--- config.mk ---
export PLATFORM = sky130hd
export DESIGN_NAME = led7_scan_driver
export DESIGN_NICKNAME = d
export VERILOG_FILES = /design/src/rtl/led7_pkg.sv /design/src/rtl/led7_hex_decode.sv /design/src/rtl/led7_scan_driver.sv
export SDC_FILE = /design/constraint.sdc
export NUM_CORES = 1
export LEC_CHECK = 0
export CAP_MARGIN = 30
export CORE_ASPECT_RATIO = 1.25
export CORE_MARGIN = 2
export CORE_UTILIZATION = 50
export CTS_CLUSTER_SIZE = 12
export DETAILED_ROUTE_END_ITERATION = 8
export PLACE_DENSITY = 0.81
export SYNTH_ARGS = -nofsm -noshare
export SYNTH_HDL_FRONTEND = slang
export SYNTH_SLANG_ARGS = --single-unit
--- constraint.sdc ---
create_clock -name ckht -period 2.63 [get_ports ckht]
set_clock_uncertainty 0.05 [all_clocks]
set_input_delay 0.3945 -clock ckht [delete_from_list [all_inputs] [get_ports ckht]]
set_output_delay 0.3945 -clock ckht [all_outputs]
set_load 0.02 [all_outputs]
--- src/rtl/led7_pkg.sv ---
// Shared constants for the multiplexed 7-segment scan driver.
// Segment patterns are active-high, bit order {g,f,e,d,c,b,a}.
package led7_pkg;

  localparam logic [6:0] SEG_0   = 7'h3F;
  localparam logic [6:0] SEG_1   = 7'h06;
  localparam logic [6:0] SEG_2   = 7'h5B;
  localparam logic [6:0] SEG_3   = 7'h4F;
  localparam logic [6:0] SEG_4   = 7'h66;
  localparam logic [6:0] SEG_5   = 7'h6D;
  localparam logic [6:0] SEG_6   = 7'h7D;
  localparam logic [6:0] SEG_7   = 7'h07;
  localparam logic [6:0] SEG_8   = 7'h7F;
  localparam logic [6:0] SEG_9   = 7'h6F;
  localparam logic [6:0] SEG_A   = 7'h77;
  localparam logic [6:0] SEG_B   = 7'h7C;
  localparam logic [6:0] SEG_C   = 7'h39;
  localparam logic [6:0] SEG_D   = 7'h5E;
  localparam logic [6:0] SEG_E   = 7'h79;
  localparam logic [6:0] SEG_F   = 7'h71;
  localparam logic [6:0] SEG_OFF = 7'h00;

  // Bits needed to hold a digit index 0..n-1 (never less than one bit).
  function automatic int idx_width(input int n);
    return (n <= 2) ? 1 : $clog2(n);
  endfunction

endpackage

--- src/rtl/led7_hex_decode.sv ---
// Combinational hex nibble to active-high 7-segment pattern {g..a}.
module led7_hex_decode (
  input  logic [3:0] hex_i,
  output logic [6:0] seg_o
);
  import led7_pkg::*;

  // Standard 0-F glyphs, lower-case b and d so they differ from 8 and 0
  always_comb begin
    seg_o = SEG_OFF;
    case (hex_i)
      4'h0: seg_o = SEG_0;
      4'h1: seg_o = SEG_1;
      4'h2: seg_o = SEG_2;
      4'h3: seg_o = SEG_3;
      4'h4: seg_o = SEG_4;
      4'h5: seg_o = SEG_5;
      4'h6: seg_o = SEG_6;
      4'h7: seg_o = SEG_7;
      4'h8: seg_o = SEG_8;
      4'h9: seg_o = SEG_9;
      4'hA: seg_o = SEG_A;
      4'hB: seg_o = SEG_B;
      4'hC: seg_o = SEG_C;
      4'hD: seg_o = SEG_D;
      4'hE: seg_o = SEG_E;
      4'hF: seg_o = SEG_F;
      default: seg_o = SEG_OFF;
    endcase
  end

endmodule

--- src/rtl/led7_scan_driver.sv ---
// Multiplexed 7-segment scan driver. Inputs are snapshotted once per frame
// (at the wrap strobe) so a frame never mixes two counter values. Every digit
// change is followed by a guard interval with all anodes off to avoid ghosting.
// All state updates on the falling edge of ckht; outputs lag state by one edge.
module led7_scan_driver #(
  parameter int NUM_DIGITS     = 8,
  parameter int GUARD_CYC      = 16,
  parameter bit AN_ACTIVE_LOW  = 1'b1,
  parameter bit SEG_ACTIVE_LOW = 1'b1
) (
  input  logic                    ckht,
  input  logic                    rst_n,
  input  logic                    ena1khz,
  input  logic [4*NUM_DIGITS-1:0] digits,
  input  logic [NUM_DIGITS-1:0]   dp,
  input  logic [NUM_DIGITS-1:0]   blank,
  input  logic                    lzb,
  output logic [NUM_DIGITS-1:0]   an,
  output logic [6:0]              seg,
  output logic                    seg_dp,
  output logic [2:0]              scan_idx
);
  import led7_pkg::*;

  localparam int SW = idx_width(NUM_DIGITS);
  localparam int GW = (GUARD_CYC < 1) ? 1 : $clog2(GUARD_CYC + 1);
  localparam logic [SW-1:0] LAST     = SW'(NUM_DIGITS - 1);
  localparam logic [GW-1:0] GUARD_LD = GW'(GUARD_CYC);

  // scan position, guard countdown, first-load flag
  logic [SW-1:0] scan_q, scan_d;
  logic [GW-1:0] guard_q, guard_d;
  logic          load_pend_q, load_pend_d;

  // frame snapshot of the inputs
  logic [NUM_DIGITS-1:0][3:0] dig_sh_q, dig_sh_d;
  logic [NUM_DIGITS-1:0]      dp_sh_q, dp_sh_d;
  logic [NUM_DIGITS-1:0]      blank_sh_q, blank_sh_d;
  logic                       lzb_sh_q, lzb_sh_d;

  // output registers, already at board polarity
  logic [NUM_DIGITS-1:0] an_q, an_d;
  logic [6:0]            seg_q, seg_d;
  logic                  segdp_q, segdp_d;

  logic                  wrap;
  logic [NUM_DIGITS-1:0] lz_mask;
  logic [6:0]            hex_seg;
  logic [NUM_DIGITS-1:0] an_raw;
  logic [6:0]            seg_raw;
  logic                  dp_raw;
  logic                  dark;

  assign wrap = ena1khz && (scan_q == LAST);

  // Advance the scan on each strobe, run the guard down, capture a frame snapshot
  always_comb begin
    scan_d      = scan_q;
    guard_d     = guard_q;
    load_pend_d = 1'b0;
    dig_sh_d    = dig_sh_q;
    dp_sh_d     = dp_sh_q;
    blank_sh_d  = blank_sh_q;
    lzb_sh_d    = lzb_sh_q;

    if (load_pend_q || wrap) begin
      dig_sh_d   = digits;
      dp_sh_d    = dp;
      blank_sh_d = blank;
      lzb_sh_d   = lzb;
    end

    // a strobe during the guard still advances and restarts the guard
    if (ena1khz) begin
      scan_d  = (scan_q == LAST) ? '0 : scan_q + 1'b1;
      guard_d = GUARD_LD;
    end else if (guard_q != '0) begin
      guard_d = guard_q - 1'b1;
    end
  end

  // Leading-zero mask: digit i (i>0) blanks when it and every digit above are zero
  always_comb begin
    logic all_zero;
    all_zero = 1'b1;
    lz_mask  = '0;
    for (int i = NUM_DIGITS - 1; i >= 0; i--) begin
      all_zero   = all_zero && (dig_sh_q[i] == 4'h0);
      lz_mask[i] = lzb_sh_q && (i != 0) && all_zero;
    end
  end

  led7_hex_decode u_dec (
    .hex_i (dig_sh_q[scan_q]),
    .seg_o (hex_seg)
  );

  // Build the active-high view of the current digit, then flip to board polarity
  always_comb begin
    an_raw  = '0;
    seg_raw = SEG_OFF;
    dark    = blank_sh_q[scan_q] || lz_mask[scan_q];
    dp_raw  = dp_sh_q[scan_q] && !blank_sh_q[scan_q];
    if (guard_q == '0) an_raw[scan_q] = 1'b1;
    if (!dark) seg_raw = hex_seg;
    an_d    = an_raw ^ {NUM_DIGITS{AN_ACTIVE_LOW}};
    seg_d   = seg_raw ^ {7{SEG_ACTIVE_LOW}};
    segdp_d = dp_raw ^ SEG_ACTIVE_LOW;
  end

  // Scan and snapshot state; reset parks on digit 0 and forces a fresh load
  always_ff @(negedge ckht) begin
    if (!rst_n) begin
      scan_q      <= '0;
      guard_q     <= '0;
      load_pend_q <= 1'b1;
      dig_sh_q    <= '0;
      dp_sh_q     <= '0;
      blank_sh_q  <= '0;
      lzb_sh_q    <= 1'b0;
    end else begin
      scan_q      <= scan_d;
      guard_q     <= guard_d;
      load_pend_q <= load_pend_d;
      dig_sh_q    <= dig_sh_d;
      dp_sh_q     <= dp_sh_d;
      blank_sh_q  <= blank_sh_d;
      lzb_sh_q    <= lzb_sh_d;
    end
  end

  // Pin registers; reset drives everything to the inactive/unlit level
  always_ff @(negedge ckht) begin
    if (!rst_n) begin
      an_q    <= {NUM_DIGITS{AN_ACTIVE_LOW}};
      seg_q   <= {7{SEG_ACTIVE_LOW}};
      segdp_q <= SEG_ACTIVE_LOW;
    end else begin
      an_q    <= an_d;
      seg_q   <= seg_d;
      segdp_q <= segdp_d;
    end
  end

  assign an       = an_q;
  assign seg      = seg_q;
  assign seg_dp   = segdp_q;
  assign scan_idx = 3'(scan_q);

endmodule

==> metrics.yaml, run 1 <==
required_ns: 1.59
cts_sinks: 74
die_y_um: 93.4
reg2reg_to: "seg[4]"
synth_most_common_cell: "nand2_1"
synth_cells: 365
synth_nets: 425
nNetsFinal: 575
layout.cells.non_filler: 605
synth_edf_count: 0
cts_buffers: 9
root_buffer: "clkbuf_8"
synth_area_sq_mm: 0.00320
preCtsSetupSlack_ns: -0.458
routed_wl_um: 8180
ant_nets: 0
p_per_area_mw_per_mm2: 671
crit_fanout: 18
n_antenna_cell: 0
synth_commonest_cells: "nand2_1 (112), dfxtp_1 (74), a21oi_1 (58)"
tns_ns: -0.0203
worst_setup_path_start_kind: "input port"
worst_slack_ns: -0.0203
status: "complete, but fails checks"
min_path_type: "flop to flop"
path_clk_slew_ns: 0.04
critPathKind: "input port to flop"
synth_warnings: 0
synth_seq_cells: 74
layout-drive-gt1-share_pct: 14.6
port_buffers: 70
area_growth_pct: 43.1
yosys.cell_types.count: 38
gp_congestion: 0.842
grt_pass1_vias: 3246
die_w_um: 75.5
slew_headroom_pct: 64.0
routedWlPerCell_um: 13.5
setup_violations: 1
drc_errors: 0
drv_slew: 0
insertion_delay_ns: 0.41
grt_overflow: 0
async_flop_share_pct: 0
antenna_found_initial: 0
drtIter0Drc: 176
maxCapViolCount: 0
ctsLongestPathBuffers: 2
synth_ff_type: "dfxtp_1"
finalHoldViolCount: 0
yosysSeqAreaShare_pct: 46.4
reg2reg_slack_ns: 0.17
grt_pass1_wl_um: 13400
grt_max_degree: 55
end_kind: "flop"
first_pass_iters: 4
tightest_slew_ns: 0.540
p_leak_nw: 2.16
start_util_pct: 51.8
die_area_sq_mm: 0.00705
dpl.hpwl_um: 5160
yosysTopAreaCellShare_pct: 46.4
worstPathArrival_ns: 1.61
rsz0062_at_grt: "yes"
r2r_start: "scan_idx[0]"
htree_levels: 3
dp_cells: 513
syn_area_per_cell_sq_um: 8.75
vdd_ir_drop_max_v: 0.000384
routed_via_density: 5.23
grt_use_total_pct: 24.8
via_count: 3164
reg2reg_depth: 8
violations: "negative setup slack"
yosys-top-cells-area: "dfxtp_1 (46%), nand2_1 (13%), a21oi_1 (9.1%), mux4_1 (5.8%), mux4_2 (3.5%)"
cts_tree: "done"
cts_hold_buf: 0
yosys.area.top_type: "dfxtp_1"
cp-startpoint: "ena1khz"
io_pins: 71
std_cell_rows: 32
crit_end: "dig_sh_q[17]"
fp.coreArea_sq_mm: 0.00617
==> cell usage in the layout, fill, tap and decap left out, types with 2 or more instances in the layout <==
cell type        count
dlygate4sd2_1        2
nand3_1              6
nor4_1               7
mux4_2               5
buf_2                3
buf_12               2
bufbuf_16            2
clkinv_4             2
clkbuf_8             9
mux2i_1              6
a21oi_1             57
nand2_1            112
nand2b_1             2
o211ai_1             4
xnor2_1              3
or2_2                2
nor2_1              15
nor2b_1              2
inv_1               80
buf_4               23
mux2_2               3
dfxtp_2              6
inv_4                2
buf_6                8
inv_8                2
o21ai_0              4
dfxtp_1             68
ha_1                 8
clkdlybuf4s50_1     49
mux4_1               7
==> area by class of cell <==
class / count / area, sq um
multi-input combinational: 259 / 1590
fill: 457 / 1590
sequential: 74 / 1490
timing repair buffer: 89 / 891
clock inverter: 81 / 339
clock buffer: 9 / 124
tap: 85 / 106
inverter: 8 / 30.0
==> through the flow <==
stage | hold slack [ns] | utilization [%] | power, W | cell area [sq um]
after detailed placement | 0.395 | 65.8 | 0.00193 | 4060
after floorplan | 0.377 | - | 0.00174 | 3250
after global placement | 0.385 | 65.8 | 0.00192 | 4060
after CTS | 0.398 | 73.3 | 0.00307 | 4520
after global routing | 0.423 | 74.2 | 0.00330 | 4570
final | 0.396 | 74.2 | 0.00307 | 4570
==> worst max-delay path, cell delays in order <==
cell           delay [ns]
dlygate4sd2_1        0.28
buf_4                0.16
a21oi_4              0.20
bufbuf_16            0.32
nand2_1              0.09
a21oi_1              0.16
==> layer usage <==
layer	routed length [um]	global-route usage (%)	up-vias
met5	0	0	-
met4	169	15.4	0
met3	491	8.41	13
met2	4430	41.8	128
met1	3090	25.6	1474
li1	-	-	1549
==> worst min-delay path by stage <==
stage	from	slack, ns	cells after the start	endpoint
after floorplan	blank_sh_q[1]	0.38	2	blank_sh_q[1]
after global placement	dp_sh_q[4]	0.39	2	dp_sh_q[4]
after detailed placement	dig_sh_q[3]	0.40	2	dig_sh_q[3]
after CTS	dig_sh_q[3]	0.40	2	dig_sh_q[3]
after global routing	dig_sh_q[6]	0.42	2	dig_sh_q[6]
final	dig_sh_q[3]	0.40	2	dig_sh_q[3]
==> where the power goes <==
group	switching (W)	total [W]	internal [W]
logic	0.000249	0.000519	0.000270
clock network	0.000785	0.00130	0.000511
registers	0.0000457	0.00125	0.00121
total	0.00108	0.00307	0.00199
==> cells by family after synthesis <==
logic type      synth area share [%]
simple gates                    20.2
xor+xnor                       0.822
flops                           46.4
buf+inv                         4.31
mux                             12.9
compound gates                  12.3
fa+ha+maj                       3.13
==> sequential cells by signal, indices dropped and copies added, names as in the netlist, 3 cells and up <==
signal,cells
seg,7
scan_idx,3
an,8
dp_sh_q,8
guard_q,5
dig_sh_q,32
blank_sh_q,8
==> timing repair <==
action / in CTS / in global routing
hold endpoints to repair: 0 / 0
resized for setup: 88 / 21
cloned: 2 / 0
buffers inserted: 1 / 0
endpoints found under the setup margin: 73 / 20
pin swaps: 1 / 0
No activity file was read; power rests on OpenSTA's default activity.
==> inputs of run 2 (changes only) <==
--- a/config.mk
+++ b/config.mk
@@ -5,13 +5,15 @@
 export SDC_FILE = /design/constraint.sdc
 export NUM_CORES = 1
 export LEC_CHECK = 0
+export ABC_AREA = 1
 export CAP_MARGIN = 30
 export CORE_ASPECT_RATIO = 1.25
 export CORE_MARGIN = 2
 export CORE_UTILIZATION = 50
+export CTS_BUF_LIST = sky130_fd_sc_hd__clkbuf_8
 export CTS_CLUSTER_SIZE = 12
 export DETAILED_ROUTE_END_ITERATION = 8
-export PLACE_DENSITY = 0.81
+export PLACE_DENSITY = 0.8
 export SYNTH_ARGS = -nofsm -noshare
 export SYNTH_HDL_FRONTEND = slang
 export SYNTH_SLANG_ARGS = --single-unit
==> run 2 against run 1 <==
  * The run now ends clean
  * First-iteration DRC count grew 20%
  * Via count grew 16%
  * Synthesized area grew 7.4%
  * Die area grew 7.1%
  * Non-clock buffer count grew 1
  * Clock power grew 26%
  * Largest cell class unchanged
  * Highest routed layer unchanged
==> metrics.yaml, run 2 <==
largest_register_ffs: 32
yosys.cell_types.count: 35
syn_area_per_cell_sq_um: 7.21
cpPeakStageDelay_ns: 0.29
met2_length_um: 5200
port_buffers: 70
maxCapViolCount: 0
yosys.area.top_type: "dfxtp_1"
multiInputGateArea_sq_mm: 0.00171
synth_commonest_cells: "nand2_1 (94), nor2_1 (86), dfxtp_1 (74)"
ant_nets: 0
synth_cells: 476
io_pins: 71
crit_fanout: 1
synth_nets: 536
final_common_cell: "inv_1"
p_per_area_mw_per_mm2: 735
nNetsFinal: 688
synth_seq_cells: 74
area_growth_pct: 43.1
gp_congestion: 0.878
drv_slew: 0
grt_overflow: 0
fp.coreArea_sq_mm: 0.00661
crit_family: "flip-flops"
ctsLongestPathBuffers: 2
path_clk_slew_ns: 0.05
yosysTopAreaCellShare_pct: 43.1
slew_headroom_pct: 73.1
via_count: 3683
worst_setup_path_start_kind: "flop"
die_w_um: 78.1
rsz0062_at_grt: "yes"
tns_ns: 0
root_buffer: "clkbuf_8"
end_kind: "primary output"
layout-drive-gt1-share_pct: 17.5
grt_max_degree: 35
status: "completed"
tightest_slew_ns: 0.404
finalHoldViolCount: 0
vdd_ir_drop_max_v: 0.000478
synth_most_common_cell: "nand2_1"
fin_util_pct: 74.4
synth_area_sq_mm: 0.00343
synth_warnings: 0
wl_met3_um: 657
yosysSeqAreaShare_pct: 43.1
routed_via_density: 5.12
first_pass_iters: 5
antenna_found_initial: 0
n_antenna_cell: 0
start_util_pct: 52.0
drt-met1-wl_um: 3380
cts_hold_buf: 0
p_leak_nw: 2.46
setup_violations: 0
drc_errors: 0
drtIter0Drc: 211
required_ns: 2.19
routed_wl_um: 9550
async_flop_share_pct: 0
grt_pass1_wl_um: 14700
top_register: "dig_sh_q"
worstPathArrival_ns: 2.17
synth_edf_count: 0
cts_sinks: 74
insertion_delay_ns: 0.41
yosys-top-cells-area: "dfxtp_1 (43%), nand2_1 (10%), nor2_1 (9.4%), o21ai_0 (8.2%), a21oi_1 (3.9%)"
std_cell_rows: 33
final_cell_mix: "inv_1 (105), nand2_1 (94), nor2_1 (85)"
dpl.hpwl_um: 5930
seqCellArea_sq_mm: 0.00149
min_path_type: "flop to flop"
p_total_w: 0.00361
die_y_um: 96.6
path_cells: "buf_4"
grt_use_total_pct: 24.4
grt_pass1_vias: 3678
worst-path-buf-inv: 1
critPathKind: "flop to primary output"
fillerInstances: 495
cts_tree: "done"
cts_buffers: 9
htree_levels: 3
die_area_sq_mm: 0.00755
topRoutingLayerUsed: "met4"
synth_ff_type: "dfxtp_1"
cpMaxStageDelayCell: "dfxtp_1"
routedWlPerCell_um: 13.3
[run 2: layout make-up]
| cell class | count | area share, % |
|---|---|---|
| Tap cell | 87 | 2.22 |
| Clock buffer | 9 | 2.52 |
| Clock inverter | 81 | 8.48 |
| Timing Repair Buffer | 90 | 18.1 |
| Sequential cell | 74 | 30.3 |
| Inverter | 44 | 3.52 |
| Multi-Input combinational cell | 335 | 34.9 |
[run 2: cells by family (layout without fill, tap and decap cells)]
logic type / count (synthesis) / in the layout / synth area share (%)
buf+inv: 67 / 224 / 8.42
simple gates: 230 / 230 / 30.2
compound gates: 95 / 95 / 14.8
fa+ha+maj: 8 / 8 / 2.92
xor+xnor: 2 / 2 / 0.510
flops: 74 / 74 / 43.1
[run 2: final timing paths]
check / start / endpoint / slack (ns) / depth (start not counted)
hold / removal: dig_sh_q[6] / dig_sh_q[6] / 0.40 / 2
hold reg to reg: dig_sh_q[6] / dig_sh_q[6] / 0.40 / 2
setup / recovery: an[3] / an[3] / 0.02 / 1
setup reg to reg: scan_idx[0] / seg[1] / 0.35 / 13
[run 2: per-stage QoR]
| step | setup slack [ns] | instance area, sq um | instances | hold slack (ns) |
|---|---|---|---|---|
| final | 0.0202 | 4910 | 720 | 0.401 |
| after global routing | -0.0131 | 4910 | 720 | 0.424 |
| after CTS | -0.0419 | 4730 | 714 | 0.403 |
| after detailed placement | -0.443 | 4260 | 625 | 0.395 |
| after global placement | -0.400 | 4260 | 625 | 0.391 |
| after floorplan | 0.0124 | 3430 | 476 | 0.372 |
[run 2: report_power, final]
group / switching [W] / total [W] / internal, W
Sequential: 0.0000450 / 0.00127 / 0.00122
Combinational: 0.000407 / 0.000701 / 0.000293
Clock: 0.000769 / 0.00164 / 0.000874
Total: 0.00122 / 0.00361 / 0.00239
[run 2: routing by layer]
metal,GRT usage [%],up-vias
met4,15.2,0
li1,-,1823
met3,8.96,43
met5,0,-
met2,44.6,166
met1,22.2,1651
[run 2: timing repair]
action | in CTS | in global routing
gates resized for setup | 88 | 69
hold endpoints to repair | 0 | 0
cloned | 0 | 3
setup buffers | 0 | 3
endpoints found under the setup margin | 46 | 68
pin swaps | 0 | 3
==> inputs of run 3 (changes only) <==
--- a/config.mk
+++ b/config.mk
@@ -13,6 +13,7 @@
 export CTS_BUF_LIST = sky130_fd_sc_hd__clkbuf_8
 export CTS_CLUSTER_SIZE = 12
 export DETAILED_ROUTE_END_ITERATION = 8
+export GPL_TIMING_DRIVEN = 0
 export PLACE_DENSITY = 0.8
 export SYNTH_ARGS = -nofsm -noshare
 export SYNTH_HDL_FRONTEND = slang
==> constraint.sdc (replaced) <==
create_clock -name ckht -period 2.63 [get_ports ckht]
set_clock_uncertainty 0.05 [all_clocks]
set_input_delay 0.526 -clock ckht [delete_from_list [all_inputs] [get_ports ckht]]
set_output_delay 0.526 -clock ckht [all_outputs]
set_load 0.02 [all_outputs]
==> run 3 against run 2 <==
  * The run now ends with negative setup slack left
  * Routed wire length grew 5.4%
  * Combinational power rose by 5.0%
  * Hold slack got worse by 0.0066 ns
  * Critical path depth did not move
  * Sequential cell count is the same
  * Largest cell class unchanged
==> metrics.yaml, run 3 (synthesis results as in run 2) <==
worst-path-buf-inv: 1
maxCapViolCount: 0
wl_met3_um: 649
path_cells: "buf_6"
final_cell_mix: "inv_1 (106), nand2_1 (93), nor2_1 (83)"
routed_via_density: 5.11
end_kind: "primary output"
multiInputGateArea_sq_mm: 0.00168
ant_nets: 0
via_count: 3731
critPathKind: "flop to primary output"
setup_violations: 19
layout.cells.non_filler: 730
grt_use_total_pct: 28.3
htree_levels: 3
n_antenna_cell: 0
met2_length_um: 5210
required_ns: 2.05
gp_congestion: 0.903
first_pass_iters: 5
top_register: "dig_sh_q"
die_w_um: 78.1
drt-met1-wl_um: 3800
tns_ns: -1.47
seqCellArea_sq_mm: 0.00151
grt_pass1_vias: 3957
violations: "negative setup slack"
cts_buffers: 9
cpPeakStageDelay_ns: 0.35
std_cell_rows: 33
cts_hold_buf: 0
antenna_found_initial: 0
fin_util_pct: 75.8
tightest_slew_ns: 0.481
final_cell_area_sq_mm: 0.00500
drtIter0Drc: 302
routed_wl_um: 10100
port_buffers: 69
die_y_um: 96.6
cts_sinks: 74
fp.coreArea_sq_mm: 0.00661
drv_slew: 0
root_buffer: "clkbuf_8"
crit_fanout: 2
die_area_sq_mm: 0.00755
drc_errors: 0
grt_max_degree: 12
cpMaxStageDelayCell: "dfxtp_4"
grt_overflow: 0
area_growth_pct: 45.8
vdd_ir_drop_max_v: 0.000537
fillerInstances: 499
routedWlPerCell_um: 13.8
io_pins: 71
worst_slack_ns: -0.148
p_per_area_mw_per_mm2: 684
final_common_cell: "inv_1"
p_leak_nw: 2.47
preCtsSetupSlack_ns: -0.867
min_path_type: "flop to flop"
cts_tree: "done"
topRoutingLayerUsed: "met4"
ctsLongestPathBuffers: 2
placed_area_sq_mm: 0.00426
worstPathArrival_ns: 2.20
status: "complete, but fails checks"
nNetsFinal: 700
dp_cells: 632
finalHoldViolCount: 0
slew_headroom_pct: 67.9
dpl.hpwl_um: 6450
grt_pass1_wl_um: 17000
start_util_pct: 52.0
largest_register_ffs: 32
path_clk_slew_ns: 0.06
crit_family: "flip-flops"
insertion_delay_ns: 0.41
worst_setup_path_start_kind: "flop"
rsz0062_at_grt: "yes"
layout-drive-gt1-share_pct: 19.4
run 3: layout make-up:
type / count / share of cell area (%)
clock buffer: 9 / 2.48
timing repair buffer: 80 / 17.0
inverter: 44 / 3.45
tap: 87 / 2.17
sequential: 74 / 30.2
buffer: 22 / 4.02
multi-input combinational: 335 / 33.6
clock inverter: 79 / 7.10
run 3: worst paths after layout:
path / from / slack, ns / cells past startpoint / endpoint
hold reg to reg: guard_q[0] / 0.39 / 1 / guard_q[0]
hold / removal: guard_q[0] / 0.39 / 1 / guard_q[0]
setup reg to reg: scan_idx[1] / 0.37 / 15 / seg[1]
setup / recovery: scan_idx[0] / -0.15 / 1 / scan_idx[0]
run 3: what timing repair did:
| action | in CTS | in global routing |
|---|---|---|
| cloned | 4 | 0 |
| pin swaps | 2 | 3 |
| endpoints found under the setup margin | 68 | 66 |
| resized for setup | 175 | 9 |
| buffers inserted | 5 | 2 |
run 3: per-stage QoR:
| step | hold WS, ns | total power [W] |
|---|---|---|
| floorplan | 0.372 | 0.00188 |
| detailed placement | 0.393 | 0.00212 |
| global route | 0.424 | 0.00368 |
| finish | 0.394 | 0.00342 |
| global placement | 0.384 | 0.00211 |
| CTS | 0.398 | 0.00341 |
run 3: routing by layer:
layer | up-vias | track usage, %
li1 | 1840 | -
met1 | 1686 | 28.5
met2 | 167 | 48.9
met3 | 38 | 9.89
met4 | 0 | 17.9
met5 | - | 0
run 3: report_power, final:
group / internal (W) / switching (W) / leakage [nW]
Combinational: 0.000328 / 0.000408 / 1.37
Clock: 0.000669 / 0.000735 / 0.497
Sequential: 0.00123 / 0.0000529 / 0.609
